<file path="config.mk">
export PLATFORM = sky130hd
export DESIGN_NAME = div_strobe_gen
export DESIGN_NICKNAME = d
export VERILOG_FILES = /design/src/rtl/div_strobe_gen.sv
export SDC_FILE = /design/constraint.sdc
export NUM_CORES = 1
export LEC_CHECK = 0
export CELL_PAD_IN_SITES_DETAIL_PLACEMENT = 0
export CELL_PAD_IN_SITES_GLOBAL_PLACEMENT = 2
export CORE_ASPECT_RATIO = 0.7
export CORE_UTILIZATION = 35
export DETAILED_ROUTE_END_ITERATION = 10
export PLACE_DENSITY = 0.77
export SLEW_MARGIN = 20
export SYNTH_ARGS = -nofsm -noshare
export SYNTH_HDL_FRONTEND = slang
export SYNTH_SLANG_ARGS = --single-unit
</file>
<file path="constraint.sdc">
create_clock -name clk -period 2.7 [get_ports clk]
set_input_delay 0.81 -clock clk [delete_from_list [all_inputs] [get_ports clk]]
set_output_delay 0.81 -clock clk [all_outputs]
set_load 0.005 [all_outputs]
</file>
<file path="src/rtl/div_strobe_gen.sv">
// Multi-channel programmable strobe generator: per-channel wrap counters with
// runtime divide ratio and phase, updated through a single-slot config handshake.
//
// Config slot FSM
//   state  | meaning
//   S_IDLE | slot empty, cfg_rdy high, accepting requests
//   S_PEND | legal config latched, waiting for its channel to wrap/clear/disable
module div_strobe_gen #(
  parameter int NUM_CH    = 2,
  parameter int CNT_W     = 8,
  parameter int DEF_DIV   = 4,
  parameter int DEF_PHASE = 2,
  localparam int CH_W     = (NUM_CH > 1) ? $clog2(NUM_CH) : 1
) (
  input  logic              clk,
  input  logic              rst,
  input  logic [NUM_CH-1:0] ch_en,
  input  logic              sync_clr,
  input  logic              cfg_vld,
  output logic              cfg_rdy,
  input  logic [CH_W-1:0]   cfg_ch,
  input  logic [CNT_W-1:0]  cfg_div,
  input  logic [CNT_W-1:0]  cfg_phase,
  output logic              cfg_err,
  output logic [NUM_CH-1:0] po_flag
);

  typedef enum logic {
    S_IDLE = 1'b0,
    S_PEND = 1'b1
  } slot_state_t;

  slot_state_t state_q, state_d;

  logic              rdy_q;
  logic              err_q, err_d;
  logic              take;
  logic              pend_vld;
  logic [CH_W-1:0]   pend_ch;
  logic [CNT_W-1:0]  pend_div;
  logic [CNT_W-1:0]  pend_phase;
  logic [NUM_CH-1:0] apply_vec;
  logic              apply_any;

  logic              div_small;
  logic              phase_big;
  logic              ch_oob;
  logic              cfg_legal;

  assign div_small = (cfg_div < CNT_W'(2));
  assign phase_big = (cfg_phase >= cfg_div);
  // Extra bit so an index equal to NUM_CH is representable when NUM_CH is a power of two
  assign ch_oob    = ({1'b0, cfg_ch} >= (CH_W+1)'(NUM_CH));
  assign cfg_legal = ~div_small & ~phase_big & ~ch_oob;

  assign pend_vld  = (state_q == S_PEND);
  assign apply_any = |apply_vec;

  always_comb begin
    state_d = state_q;
    err_d   = 1'b0;
    take    = 1'b0;
    unique case (state_q)
      S_IDLE: begin
        if (cfg_vld && rdy_q) begin
          if (cfg_legal) begin
            state_d = S_PEND;
            take    = 1'b1;
          end else begin
            err_d   = 1'b1;
          end
        end
      end
      S_PEND: begin
        if (apply_any) begin
          state_d = S_IDLE;
        end
      end
      default: state_d = S_IDLE;
    endcase
  end

  always_ff @(posedge clk or posedge rst) begin
    if (rst) begin
      state_q <= S_IDLE;
      rdy_q   <= 1'b1;
      err_q   <= 1'b0;
    end else begin
      state_q <= state_d;
      rdy_q   <= (state_d == S_IDLE);
      err_q   <= err_d;
    end
  end

  always_ff @(posedge clk or posedge rst) begin
    if (rst) begin
      pend_ch    <= '0;
      pend_div   <= CNT_W'(DEF_DIV);
      pend_phase <= CNT_W'(DEF_PHASE);
    end else if (take) begin
      pend_ch    <= cfg_ch;
      pend_div   <= cfg_div;
      pend_phase <= cfg_phase;
    end
  end

  assign cfg_rdy = rdy_q;
  assign cfg_err = err_q;

  for (genvar c = 0; c < NUM_CH; c++) begin : g_ch
    logic [CNT_W-1:0] cnt_q;
    logic [CNT_W-1:0] div_q;
    logic [CNT_W-1:0] phase_q;
    logic             flag_q;
    logic             at_wrap;
    logic             is_tgt;

    // div_q never drops below 2, so the subtraction cannot underflow
    assign at_wrap      = (cnt_q == div_q - CNT_W'(1));
    assign is_tgt       = (pend_ch == CH_W'(c));
    assign apply_vec[c] = pend_vld & is_tgt & (~ch_en[c] | sync_clr | at_wrap);

    always_ff @(posedge clk or posedge rst) begin
      if (rst) begin
        cnt_q   <= '0;
        div_q   <= CNT_W'(DEF_DIV);
        phase_q <= CNT_W'(DEF_PHASE);
        flag_q  <= 1'b0;
      end else begin
        // Strobe decision uses the phase in force before any apply on this edge
        flag_q <= ch_en[c] & ~sync_clr & (cnt_q == phase_q);

        if (!ch_en[c]) begin
          cnt_q <= '0;
        end else if (sync_clr) begin
          cnt_q <= '0;
        end else if (at_wrap) begin
          cnt_q <= '0;
        end else begin
          cnt_q <= cnt_q + CNT_W'(1);
        end

        if (apply_vec[c]) begin
          div_q   <= pend_div;
          phase_q <= pend_phase;
        end
      end
    end

    assign po_flag[c] = flag_q;
  end

endmodule

</file>
==> qor.csv, run 1 <==
metric,value,unit
status,"finished, final reports clean",
hold_sp,g_ch[0].div_q[7]$_DFFE_PP0P_,
Final min period,2.656,ns
Worst R2R Start,g_ch[0].div_q[3]$_DFFE_PP0P_,
CP startpoint,cfg_phase[1],
reg2reg setup slack,0.08,ns
Worst Path Arrival,2.87,ns
Clock Latency Late Sink,0.33,ns
PD cells,950.3,nW/um^2
Clock transition at path regs,0.06,ns
asr flop ratio synth,100.0,%
Final Net Count,496,
sequential share of the synthesized area,42.77,%
crit path max fanout,9,
n_diodes,0,
Setup crit start kind,input pin,
number of antenna violations at the first check in global routing,0,
Post-synth EDFFs,0,
part of the cycle the worst path needs,98.38,%
design area,5275,um^2
CP bufs+invs,3,
post-route ant nets,0,
most common cell in the netlist,dfrtp_1,
crit end category,flop,
critical path class,input pin to flop,
critical path's top delay family,buffers and inverters,
H-Tree Depth,3,
Critical Path RT,2.91,ns
wire per inst,17.85,um
GRT Util Overall,19.46,%
Post-Syn Instances,408,
most frequent cells after synthesis,"dfrtp_1 (63), nand2_1 (39), nand3_1 (31), xor2_1 (25), mux2_2 (24)",
drt first pass iters,5,
unrepaired setup endpoints after global routing,yes,
# setup viols final,0,
TritonCTS clock tree,done,
Mapped Area,4116,um^2
Root Buffer,clkbuf_16,
Syn. warnings,0,
worst min-delay path category,flop to flop,
clk buf depth,2,
number of remaining DRC errors,0,
Die Ht,92.74,um
clock skew,0.008122,ns
Netlist cell types,45,
Least-Margin Pin Slew,0.8096,ns
die width,131.6,um
Critical Path Max Stage Delay,0.55,ns
Routed WL,11.05,mm
Max Fclk,376.5,MHz
core area,11210,um^2
setup TNS,0,ns
share of cells above drive strength 1,24.68,%
vias post-DR,3229,
Worst Slack Setup Final,0.04364,ns
Yosys top cell by area,dfrtp_1,
Area Overhead vs Synth,28.15,%
DPL Wire Length,7.945,mm
Initial Utilization,36.72,%
hold depth,1,
global-route wire length before repair,17.95,mm
R2R Path End,g_ch[0].div_q[0]$_DFFE_PP0P_,
Main synth FF type,dfrtp_1,
pre-CTS setup slack,-0.4073,ns
largest net degree at the start of global routing,35,
num rows,32,
vias in the first global route,3289,
CP max-delay cell,clkdlybuf4s50_1,
Area contributors post-synth,"dfrtp_1 (38%), mux2_2 (6.6%), xor2_1 (5.3%), dfstp_2 (4.5%), xnor2_1 (4.5%)",
Max VDD drop,0.0003943,V
worst path cell trace,clkdlybuf4s50_1 > ha_1 > a21o_1 > a211o_1 > a21oi_4 > buf_6 > buf_16 > mux2_2,
die area,12210,um^2
clk sinks,70,
Hold Buf Count CTS,0,
total CTS buffers,9,
r2r worst-path depth,7,
Iter 0 DRT Violations,344,
"Hold Vio Cnt, Final",0,
IO Port Bufs,26,
Slew HR,45.97,%
GRT overflow,0,
I/O pin cnt,27,
number of fillers in the final layout,1057,
leakage power,2.178,nW
Vias per Instance,5.216,
"flops & latches, synth",70,
share of Yosys cell area claimed by the top area cell type,38.30,%
"Slew Viols, Final",0,
syn avg cell area,10.09,um^2
Max Cap Viol,0,
DP Area,4775,um^2
Hold Path End,g_ch[0].div_q[7]$_DFFE_PP0P_,
post-synth net total,443,
RD Place Congestion,0.8524,
==> worst reg2reg max path, cell delays in order, from the launching register on <==
cell       delay, ns
dfrtp_1         0.37
or4_4           0.57
a2111oi_4       0.22
nor3_2          0.11
o41ai_4         0.38
and3b_2         0.36
clkbuf_16       0.20
mux2_4          0.29
==> logic make-up after synthesis <==
kind of cell / count (synthesis) / synth area share, %
flops: 70 / 42.77
buf+inv: 39 / 4.316
mux: 33 / 9.848
simple gates: 168 / 20.88
compound gates: 40 / 8.754
xor+xnor: 46 / 9.787
fa+ha+maj: 12 / 3.647
==> metrics by stage <==
stage	power [W]	std cells	hold slack, ns	utilization, %
final	0.005013	619	0.5293	47.05
after global routing	0.005315	619	0.5495	47.05
after CTS	0.004940	615	0.5363	45.89
after detailed placement	0.003605	596	0.5221	42.59
after global placement	0.003546	596	0.5138	42.59
after floorplan	0.003051	408	0.4681	-
==> metal layers <==
layer	track usage, %	vias to the layer above	share of wire [%]
li1	-	1560	-
met1	29.69	1587	54
met2	26.85	74	41
met3	4.105	8	4.1
met4	5.911	0	0.64
met5	0	-	0
==> worst max path at each step <==
stage / to / slack [ns] / depth (start not counted)
floorplan: pend_div[0]$_DFFE_PP0P_ / 0.03 / 8
global placement: pend_phase[7]$_DFFE_PP0P_ / -0.38 / 9
detailed placement: pend_div[6]$_DFFE_PP0P_ / -0.41 / 9
CTS: g_ch[0].div_q[4]$_DFFE_PP0P_ / 0.05 / 7
global route: g_ch[0].div_q[0]$_DFFE_PP0P_ / -0.008 / 7
finish: pend_phase[6]$_DFFE_PP0P_ / 0.04 / 8
==> power by group <==
part / total (W) / switching [W] / internal, W / leakage [nW]
logic: 0.00181 / 0.000794 / 0.00101 / 1.19
registers: 0.00192 / 0.000444 / 0.00148 / 0.831
clock network: 0.00128 / 0.000470 / 0.000811 / 0.156
total: 0.00501 / 0.00171 / 0.00330 / 2.18
==> area by class of cell <==
class | instances | area [um^2] | area share [%]
timing repair buffer | 66 | 666.9 | 12.64
multi-input combinational | 299 | 2276 | 43.15
tap | 153 | 191.4 | 3.629
clock inverter | 7 | 98.84 | 1.874
inverter | 15 | 56.30 | 1.067
clock buffer | 9 | 225.2 | 4.269
sequential | 70 | 1760 | 33.37
==> sequential cells by signal, indices dropped and copies added (netlist names) <==
register      flops
pend_phase        8
g_ch.flag_q       2
g_ch.phase_q     16
g_ch.div_q       16
pend_div          8
g_ch.cnt_q       16
g_ch.is_tgt       1
pend_vld          1
cfg_err           1
cfg_rdy           1
==> timing repair <==
| item | 4_1_cts | 5_1_grt |
|---|---|---|
| setup endpoints to repair | 18 | 35 |
| setup buffers | 2 | 3 |
| resized for setup | 4 | 16 |
| pin swaps | 2 | 9 |
| gates cloned | 1 | 1 |
==> cells in the final DEF, fill, tap and decap left out, types with 3 or more instances in the layout <==
cell type        Yosys  routed
dfstp_2              7       7
mux2_2              24      21
a21oi_1              5       4
nor4_1               4       3
buf_4                2      32
buf_12               1       5
dfrtp_1             63      63
a21o_1               3       3
nand2b_1             4       4
nor3_1               8       7
clkinv_4             0       3
a222oi_1            16      16
or3_1               17      17
clkbuf_16            0      10
inv_1               15      13
or2_2                3       3
mux2_4               9      12
xnor2_1             21      21
and3_1               6       6
nand4_1              5       5
ha_1                12      10
nand3_1             31      30
nor2b_1              4       4
nand2_1             39      39
clkdlybuf4s50_1      0      22
nor2_1              23      22
and2_1              17      17
xor2_1              25      25
(Power assumes the default switching activity.)
==> run 2: changes to the inputs <==
Settings changed: ABC_AREA from default to 1, CORE_UTILIZATION 35 to 34, DONT_BUFFER_PORTS from default to 1.
==> qor.csv, run 2 <==
metric,value,unit,change
worst path cell trace,inv_2 > ha_1 > inv_1 > nand2_1 > nand3_1 > nand2_1 > nor2_1 > nand2_1 > nor2_1 > nand2_1 > nand2_4 > nand2_4 > nand2_1 > nand2_1,,
status,"finished, final reports clean",,
Final Net Count,547,,+10%
# Post-CTS Setup Buffers,0,,-2
vias post-DR,3134,,-2.9%
unrepaired setup endpoints after global routing,no,,
Final min period,2.118,ns,-0.5379 ns
CP bufs+invs,2,,-1
CP startpoint,g_ch[0].div_q[0]$_DFFE_PP0P_,,
Worst Path Arrival,2.33,ns,-0.54 ns
Root Buffer,clkbuf_16,,
Yosys top cell by area,dfrtp_1,,
Initial Utilization,34.95,%,-1.8 points
asr flop ratio synth,100.0,%,unchanged
number of fillers in the final layout,1172,,+11%
PD cells,1049,nW/um^2,+10%
die area,11800,um^2,-3.3%
sequential share of the synthesized area,45.58,%,+2.8 points
critical path's top delay family,simple AND/OR/NAND/NOR gates,,
pre-CTS setup slack,0.5196,ns,+0.9269 ns
setup TNS,0,ns,unchanged
TritonCTS clock tree,done,,
post-route ant nets,0,,unchanged
"commonest non-fill, non-tap cell in the layout",nand2_1,,
post-synth net total,544,,+23%
# resized after CTS,0,,-4
Clock transition at path regs,0.05,ns,about the same
Slew HR,66.59,%,+21 points
Syn. warnings,0,,unchanged
# setup viols final,0,,unchanged
"Hold Vio Cnt, Final",0,,unchanged
Worst Slack Setup Final,0.5815,ns,+0.5379 ns
share of cells above drive strength 1,7.544,%,-17 points
Iter 0 DRT Violations,192,,-44%
n_diodes,0,,unchanged
clk sinks,70,,unchanged
number of remaining DRC errors,0,,unchanged
most common cell in the netlist,nand2_1,,
Critical Path RT,2.91,ns,about the same
Max Fclk,472.0,MHz,+25%
Worst path most repeated cell,nand2_1,,
"flops & latches, synth",70,,unchanged
syn avg cell area,7.588,um^2,-25%
RD Place Congestion,0.7965,,-6.6%
Least-Margin Pin Slew,0.4981,ns,-0.3115 ns
Critical Path Max Stage Delay,0.45,ns,-0.10 ns
Routed WL,9.365,mm,-15%
wire per inst,13.98,um,-22%
Post-synth EDFFs,0,,unchanged
Mapped Area,3862,um^2,-6.2%
total CTS buffers,9,,unchanged
core area,11050,um^2,-1.4%
Main synth FF type,dfrtp_1,,
Netlist cell types,35,,-22%
I/O pin cnt,27,,unchanged
crit end category,flop,,
GRT overflow,0,,unchanged
worst min-delay path category,input pin to async pin,,
GRT Util Overall,17.91,%,-1.5 points
die width,129.4,um,-1.7%
largest net degree at the start of global routing,71,,+100%
critical path class,flop to flop,,
clk buf depth,2,,unchanged
vias in the first global route,3085,,-6.2%
IO Port Bufs,0,,-100%
num rows,32,,unchanged
Die Ht,91.18,um,-1.7%
Area Overhead vs Synth,12.50,%,
Max VDD drop,0.0004637,V,+18%
Vias per Instance,4.678,,-10%
global-route wire length before repair,15.93,mm,-11%
Area contributors post-synth,"dfrtp_1 (41%), nand2_1 (17%), nand3_1 (6.1%), dfstp_2 (4.8%), inv_1 (4.8%)",,
total chip power,0.004557,W,-9.1%
"leading cell types in the layout, fill and taps excluded","nand2_1 (178), dfrtp_1 (63), inv_1 (48), nor2_1 (48), nand3_1 (47)",,
Clock Latency Late Sink,0.33,ns,about the same
most frequent cells after synthesis,"nand2_1 (178), dfrtp_1 (63), inv_1 (49), nor2_1 (48), nand3_1 (47)",,
DPL Wire Length,7.253,mm,-8.7%
share of Yosys cell area claimed by the top area cell type,40.82,%,+2.5 points
CP max-delay cell,dfrtp_1,,
crit path max fanout,25,,+16
drt first pass iters,5,,unchanged
top flop regs,"g_ch.cnt_q: 16 flops, g_ch.div_q: 16 flops, g_ch.phase_q: 16 flops",,
Post-Syn Instances,509,,+25%
"Slew Viols, Final",0,,unchanged
H-Tree Depth,3,,unchanged
clock skew,0.008862,ns,+0.0007401 ns
Hold Buf Count CTS,0,,unchanged
leakage power,2.204,nW,+1.2%
Setup crit start kind,flop,,
part of the cycle the worst path needs,78.46,%,-20 points
Worst R2R Start,g_ch[0].div_q[0]$_DFFE_PP0P_,,
number of antenna violations at the first check in global routing,0,,unchanged
Max Cap Viol,0,,unchanged
run 2: path summary, 6_finish.rpt:
kind	slack, ns	cells after the start	endpoint
worst min register to register	0.46	2	g_ch[1].phase_q[1]$_DFFE_PP1P_
max in group asynchronous	1.90	2	g_ch[1].phase_q[1]$_DFFE_PP1P_
worst max-delay path	0.58	14	g_ch[0].div_q[5]$_DFFE_PP0P_
worst max register to register	0.58	14	g_ch[0].div_q[5]$_DFFE_PP0P_
worst min-delay path	0.44	2	g_ch[1].div_q[4]$_DFFE_PP0P_
min in group clk	0.46	2	g_ch[1].phase_q[1]$_DFFE_PP1P_
run 2: layout make-up:
cell class / count / area (um^2) / share of cell area (%)
multi-input cells: 372 / 1812 / 41.69
clock buffers: 11 / 242.7 / 5.586
inverters: 53 / 198.9 / 4.578
clock inverters: 5 / 82.58 / 1.900
repair buffers: 6 / 57.56 / 1.325
well taps: 153 / 191.4 / 4.405
flip-flops and latches: 70 / 1760 / 40.51
run 2: cell families after synthesis:
kind of cell,Yosys count,share of synthesized area [%]
xor+xnor,18,4.082
fa+ha+maj,12,3.887
simple gates,296,32.20
compound gates,46,6.738
flops,70,45.58
buf+inv,67,7.515
run 2: stage by stage:
| step | util (%) | hold slack, ns | instances | instance area, um^2 |
|---|---|---|---|---|
| after floorplan | - | 0.4419 | 509 | 3862 |
| after global placement | 36.38 | 0.4602 | 654 | 4020 |
| after detailed placement | 36.38 | 0.4615 | 654 | 4020 |
| after CTS | 39.32 | 0.4605 | 670 | 4345 |
| after global routing | 39.32 | 0.4749 | 670 | 4345 |
| final | 39.32 | 0.4372 | 670 | 4345 |
run 2: layer usage:
metal,share of wire [%],track usage (%),up-vias
met4,0.69,3.824,0
met1,56,27.74,1445
li1,-,-,1631
met2,37,24.06,53
met3,5.8,5.186,5
met5,0,0,-
run 2: report_power, final:
part / internal, W / switching, W
combinational: 0.000567 / 0.000926
sequential: 0.00144 / 0.000349
clock: 0.000835 / 0.000438
total: 0.00284 / 0.00171
